==> config.mk <==
export PLATFORM = sky130hd
export DESIGN_NAME = pc_fetch_unit
export DESIGN_NICKNAME = d
export VERILOG_FILES = /design/src/rtl/mips_defs.sv /design/src/rtl/pc_fetch_unit_incrementer.sv /design/src/rtl/pc_fetch_unit.sv
export SDC_FILE = /design/constraint.sdc
export NUM_CORES = 1
export LEC_CHECK = 0
export ABC_AREA = 1
export CORE_ASPECT_RATIO = 0.8
export CORE_MARGIN = 2
export CORE_UTILIZATION = 44
export CTS_CLUSTER_DIAMETER = 60
export CTS_CLUSTER_SIZE = 14
export DETAILED_ROUTE_END_ITERATION = 6
export PLACE_DENSITY_LB_ADDON = 0.15
export SYNTH_ARGS = -nofsm -noshare
export SYNTH_HDL_FRONTEND = slang
export SYNTH_SLANG_ARGS = --single-unit
export TNS_END_PERCENT = 20
==> constraint.sdc <==
create_clock -name clk -period 6.26 [get_ports clk]
set_clock_uncertainty 0.15 [all_clocks]
set_input_delay 1.878 -clock clk [delete_from_list [all_inputs] [get_ports clk]]
set_output_delay 1.878 -clock clk [all_outputs]
set_load 0.01 [all_outputs]
==> src/rtl/mips_defs.sv <==
// Shared definitions for the FPGA_MIPS fetch path: reset/NOP defaults, fetch FSM
// state encodings and the word-alignment helper.
package mips_defs;

    localparam logic [31:0] RESET_VECTOR_DEF = 32'h0000_0000;
    localparam logic [31:0] NOP_INSTR_DEF    = 32'h0000_0000;  // sll $0,$0,0

    typedef enum logic [1:0] {
        ST_BOOT  = 2'd0,
        ST_FETCH = 2'd1,
        ST_HOLD  = 2'd2
    } fetch_state_e;

    function automatic logic [31:0] word_align(input logic [31:0] addr);
        return {addr[31:2], 2'b00};
    endfunction

endpackage

==> src/rtl/pc_fetch_unit_incrementer.sv <==
// Next-sequential PC: adds one instruction word, wrapping modulo 2^32.
module pc_fetch_unit_incrementer (
    input  logic [31:0] pc_in,
    output logic [31:0] pc_out
);

    assign pc_out = pc_in + 32'd4;

endmodule

==> src/rtl/pc_fetch_unit.sv <==
// Instruction-fetch stage: owns the PC, issues imem requests and registers the
// fetched word into the IF/ID boundary, honouring stalls and branch/jump redirects.
module pc_fetch_unit
    import mips_defs::*;
#(
    parameter logic [31:0] RESET_VECTOR = RESET_VECTOR_DEF,
    parameter logic [31:0] NOP_INSTR    = NOP_INSTR_DEF
) (
    input  logic        clk,
    input  logic        reset,
    input  logic        stall,
    input  logic        branch_taken,
    input  logic [31:0] branch_target,
    input  logic        jump,
    input  logic [31:0] jump_target,
    output logic        imem_req,
    output logic [31:0] imem_addr,
    input  logic        imem_ready,
    input  logic [31:0] imem_rdata,
    output logic        if_valid,
    output logic [31:0] if_pc,
    output logic [31:0] if_pc_plus4,
    output logic [31:0] if_instr
);

    fetch_state_e state_q, state_d;
    logic [31:0]  pc_q, pc_d;
    logic         if_valid_q, if_valid_d;
    logic [31:0]  if_pc_q, if_pc_d;
    logic [31:0]  if_pc_plus4_q, if_pc_plus4_d;
    logic [31:0]  if_instr_q, if_instr_d;

    logic [31:0]  pc_plus4;
    logic         redirect;
    logic [31:0]  redirect_pc;
    logic         accept;

    pc_fetch_unit_incrementer u_incrementer (
        .pc_in  (pc_q),
        .pc_out (pc_plus4)
    );

    assign redirect    = branch_taken | jump;
    assign redirect_pc = word_align(branch_taken ? branch_target : jump_target);
    assign imem_req    = (state_q == ST_FETCH) & ~stall & ~redirect;
    assign imem_addr   = pc_q;
    assign accept      = imem_req & imem_ready;

    // NOTE: every always_comb output gets a default first so no path can infer a latch.
    always_comb begin
        state_d = state_q;
        if (redirect) begin
            state_d = ST_FETCH;
        end else begin
            case (state_q)
                ST_BOOT:  state_d = ST_FETCH;
                ST_FETCH: state_d = stall ? ST_HOLD : ST_FETCH;
                ST_HOLD:  state_d = stall ? ST_HOLD : ST_FETCH;
                default:  state_d = ST_BOOT;
            endcase
        end
    end

    // Redirect beats stall; stall freezes everything and ignores imem_ready.
    always_comb begin
        pc_d          = pc_q;
        if_valid_d    = if_valid_q;
        if_pc_d       = if_pc_q;
        if_pc_plus4_d = if_pc_plus4_q;
        if_instr_d    = if_instr_q;
        if (redirect) begin
            pc_d       = redirect_pc;
            if_valid_d = 1'b0;
            if_instr_d = NOP_INSTR;
        end else if (!stall) begin
            if (accept) begin
                pc_d          = pc_plus4;
                if_valid_d    = 1'b1;
                if_pc_d       = pc_q;
                if_pc_plus4_d = pc_plus4;
                if_instr_d    = imem_rdata;
            end else begin
                if_valid_d = 1'b0;
            end
        end
    end

    // NOTE: sequential state is updated with non-blocking assignments only.
    always_ff @(posedge clk or posedge reset) begin
        if (reset) begin
            state_q       <= ST_BOOT;
            pc_q          <= word_align(RESET_VECTOR);
            if_valid_q    <= 1'b0;
            if_pc_q       <= 32'h0;
            if_pc_plus4_q <= 32'h0;
            if_instr_q    <= NOP_INSTR;
        end else begin
            state_q       <= state_d;
            pc_q          <= pc_d;
            if_valid_q    <= if_valid_d;
            if_pc_q       <= if_pc_d;
            if_pc_plus4_q <= if_pc_plus4_d;
            if_instr_q    <= if_instr_d;
        end
    end

    assign if_valid    = if_valid_q;
    assign if_pc       = if_pc_q;
    assign if_pc_plus4 = if_pc_plus4_q;
    assign if_instr    = if_instr_q;

endmodule
==> results_dict.tcl <==
set metrics [dict create \
    result_of_the_run "finished, final reports clean" \
    syn_inst 705 \
    worstHoldPathCells 2 \
    initialDrtViolationCount 359 \
    hold_buf_count_cts 0 \
    grt_pass1_vias 5848 \
    final_layout_size_suffix_gt1_frac 0.04941 \
    number_of_resized_instances_in_the_post_cts_repair_step 0 \
    rsz_0062_raised_after_global_routing "no" \
    wl_per_cell_um 16.77 \
    synth-seq-area-share 0.5230 \
    multi_input_area_um2 2421 \
    detail_route.wirelength_um 18640 \
    min_period_over_period 0.8677 \
    worst_hold_startpoint "if_pc[23]" \
    register_area_um2 3128 \
    die_x_um 134.4 \
    cts_tree "yes" \
    finalNetCount 1024 \
    worstHoldEndpoint "if_pc[23]" \
    initial_utilization 0.4461 \
    dpl.hpwl_um 13050 \
    synth_top_family_by_area "simple AND/OR/NAND/NOR gates" \
    synthDistinctLibCells 30 \
    reg2reg_slack_ns 3.60 \
    crit-reg2reg-launch "state_q[1]" \
    report.final.setup_viol 0 \
    timing.final.max_slew_violations 0 \
    yosys-top-cells-area "dfrtp_1, nand2_1, nand3_1, a22o_1, o21ai_0" \
    critical_path.max_stage_delay_ns 0.59 \
    hold_wc_path_type "flip-flop to flip-flop" \
    detailroute.via_count 5797 \
    cts.clk_slew.worst_paths_ns 0.05 \
    synth_top_cell_by_area "dfrtp_1" \
    fp.dieArea_um2 14550 \
    yosys.area_share.simple 0.2397 \
    path_cells "clkdlybuf4s50_1, inv_2, nand2_4, nor2_4, clkdlybuf4s50_1" \
    cpMostUsedCell "clkdlybuf4s50_1" \
    finalSetupTns_ns 0 \
    grt.total_usage 0.2674 \
    routabilityCongestion 0.8220 \
    synth_warnings 0 \
    wire_length_of_the_first_global_routing_pass_um 29790 \
    clock_tree.root_cell "clkbuf_16" \
    detail_route.drc_violations 0 \
    final_hold_vio_count 0 \
    dr.pass1.iters 5 \
    post_synth_mux_area_share 0 \
    io-pin-count 232 \
    power.leakage_nw 4.033 \
    antenna_found_initial 0 \
    ctsLongestPathBuffers 2 \
    arrival_ns 3.40 \
    antenna-diode-count 0 \
    postCtsSetupRepairBufs 0 \
    critical_path_peak_fanout 7 \
    grt_max_degree 92 \
    fp.dieH_um 108.3 \
    final.min_clock_period_ns 5.432 \
    regToRegEndpoint "imem_addr[12]" \
    antenna_violating_nets_post_route 0 \
    worst_setup_path_end_kind "output port" \
    globalRoute.totalOverflow 0 \
    vdd.ir_drop.worst_mv 0.2194 \
    synth_compound_gate_area_share 0.1485 \
    cts_num_sinks 125 \
    power-per-cell-area_nw_per_um2 306.7 \
    worst_r2r_path_cells 10 \
    synth.ff_latch_count 125 \
    top_area_cell_type_share_of_the_netlist_area 0.5230 \
    max_freq_mhz 184.1 \
    fp-row-count 38 \
    synth_fa_ha_area_frac 0.008368 \
    cap_violations 0 \
    cts_inserted_buffers 17 \
    avgSynthCellArea_um2 8.483 \
    fillCellCount 1127 \
    cp_data_required_time_ns 4.23 \
    cts.htree.levels 4 \
    worst_pin_slew_ns 1.004 \
    relative_slew_slack 0.3290 \
    post_drt_via_cell_ratio 5.218 \
    portBuffers 221 \
    cpMaxStageDelayCell "clkdlybuf4s50_1" \
    core-area_um2 13410 \
    start_kind "input port" \
    yosys.area_share.xor_xnor 0.004393 \
    area_delta_synth_final_pct 47.49 \
    finish.utilization 0.6579 \
    post_synth_instance_area_um2 5981 \
    path_class "input port to output port" \
    clkLatencyLatePin_ns 0.42 \
]
## layer usage
metal | share of wire | global-route usage | up-vias | wire length (µm)
met5 | 0 | 0 | - | 0
met4 | 0.012 | 0.07744 | 0 | 218
met3 | 0.097 | 0.09423 | 19 | 1812
met2 | 0.47 | 0.4362 | 272 | 8711
met1 | 0.42 | 0.3389 | 2751 | 7894
li1 | - | - | 2755 | -
## kinds of logic (layout without fill, tap and decap cells)
kind of cell,count (synthesis),after routing
fa+ha+maj,4,4
compound gates,134,134
buf+inv,88,309
xor+xnor,3,3
flops,125,125
other cells,1,6
simple gates,350,350
## worst max path at each step
stage                      start           to  depth (start not counted)
floorplan                  reset  if_instr[0]                          1
global placement    branch_taken     imem_req                          5
detailed placement  branch_taken     imem_req                          5
CTS                 branch_taken     imem_req                          5
global route        branch_taken     imem_req                          5
finish              branch_taken     imem_req                          5
## state kept, by name (all words and copies together) (netlist names)
signal and cells:
if_valid 1, state_q 2, if_instr 32, if_pc_plus4 30, if_pc 30, imem_addr 30
## critical path: cells and delay by family
| kind | cells | cell delay [ns] |
|---|---|---|
| and+or+nand+nor | 2 | 0.22 |
| buffers and inverters | 3 | 1.30 |
## cells in the mapped netlist, drive strengths merged
cell type,number
a21oi,4
a22o,32
a22oi,7
and2,2
buf,31
clkbuf,7
clkinv,1
conb,1
dfrtp,125
ha,4
inv,49
nand2,229
nand3,58
nand3b,2
nor2,59
o211ai,2
o21a,11
o21ai,52
o22a,6
o22ai,20
xnor2,1
xor2,2
## final cells by class
type	count	share of cell area
flip-flops and latches	125	0.3546
multi-input cells	497	0.2745
well taps	180	0.02553
repair buffers	227	0.2559
clock buffers	26	0.05887
clock inverters	6	0.009078
inverters	50	0.02156
## through the flow
step                      power, W  std cells  hold WS, ns  worst slack [ns]  instance area [µm²]
after floorplan           0.001314        710       0.3655            0.9044                 6000
after global placement    0.001703       1079       0.3140            0.8448                 8222
after detailed placement  0.001721       1079       0.3219            0.8468                 8222
after CTS                 0.002720       1111       0.3356            0.8319                 8821
after global routing      0.002840       1111       0.3552            0.7446                 8821
final                     0.002705       1111       0.3311            0.8280                 8821
## layout by cell type (no fill, tap or decap), types with 3 or more instances in the layout
cell             synthesis  final
a21oi_1                  4      4
a22o_1                  32     32
a22oi_1                  7      7
buf_4                   10      6
clkbuf_1                 7      3
clkbuf_16                0     17
clkbuf_8                 0      6
clkdlybuf4s50_1          0    221
clkinv_2                 0      4
conb_1                   1      6
dfrtp_1                125    125
ha_1                     4      4
inv_1                   47     46
nand2_1                227    227
nand3_1                 58     58
nor2_1                  53     53
nor2_2                   4      4
o21a_1                  11     11
o21ai_0                 47     47
o21ai_1                  5      5
o22a_1                   6      6
o22ai_1                 20     20
## where the power goes
group | total (W) | switching, W | internal (W)
registers | 0.00104 | 0.000102 | 0.000939
logic | 0.000667 | 0.000304 | 0.000363
clock network | 0.000997 | 0.000351 | 0.000647
total | 0.00271 | 0.000757 | 0.00195
Power figures use the tool's default switching activity.
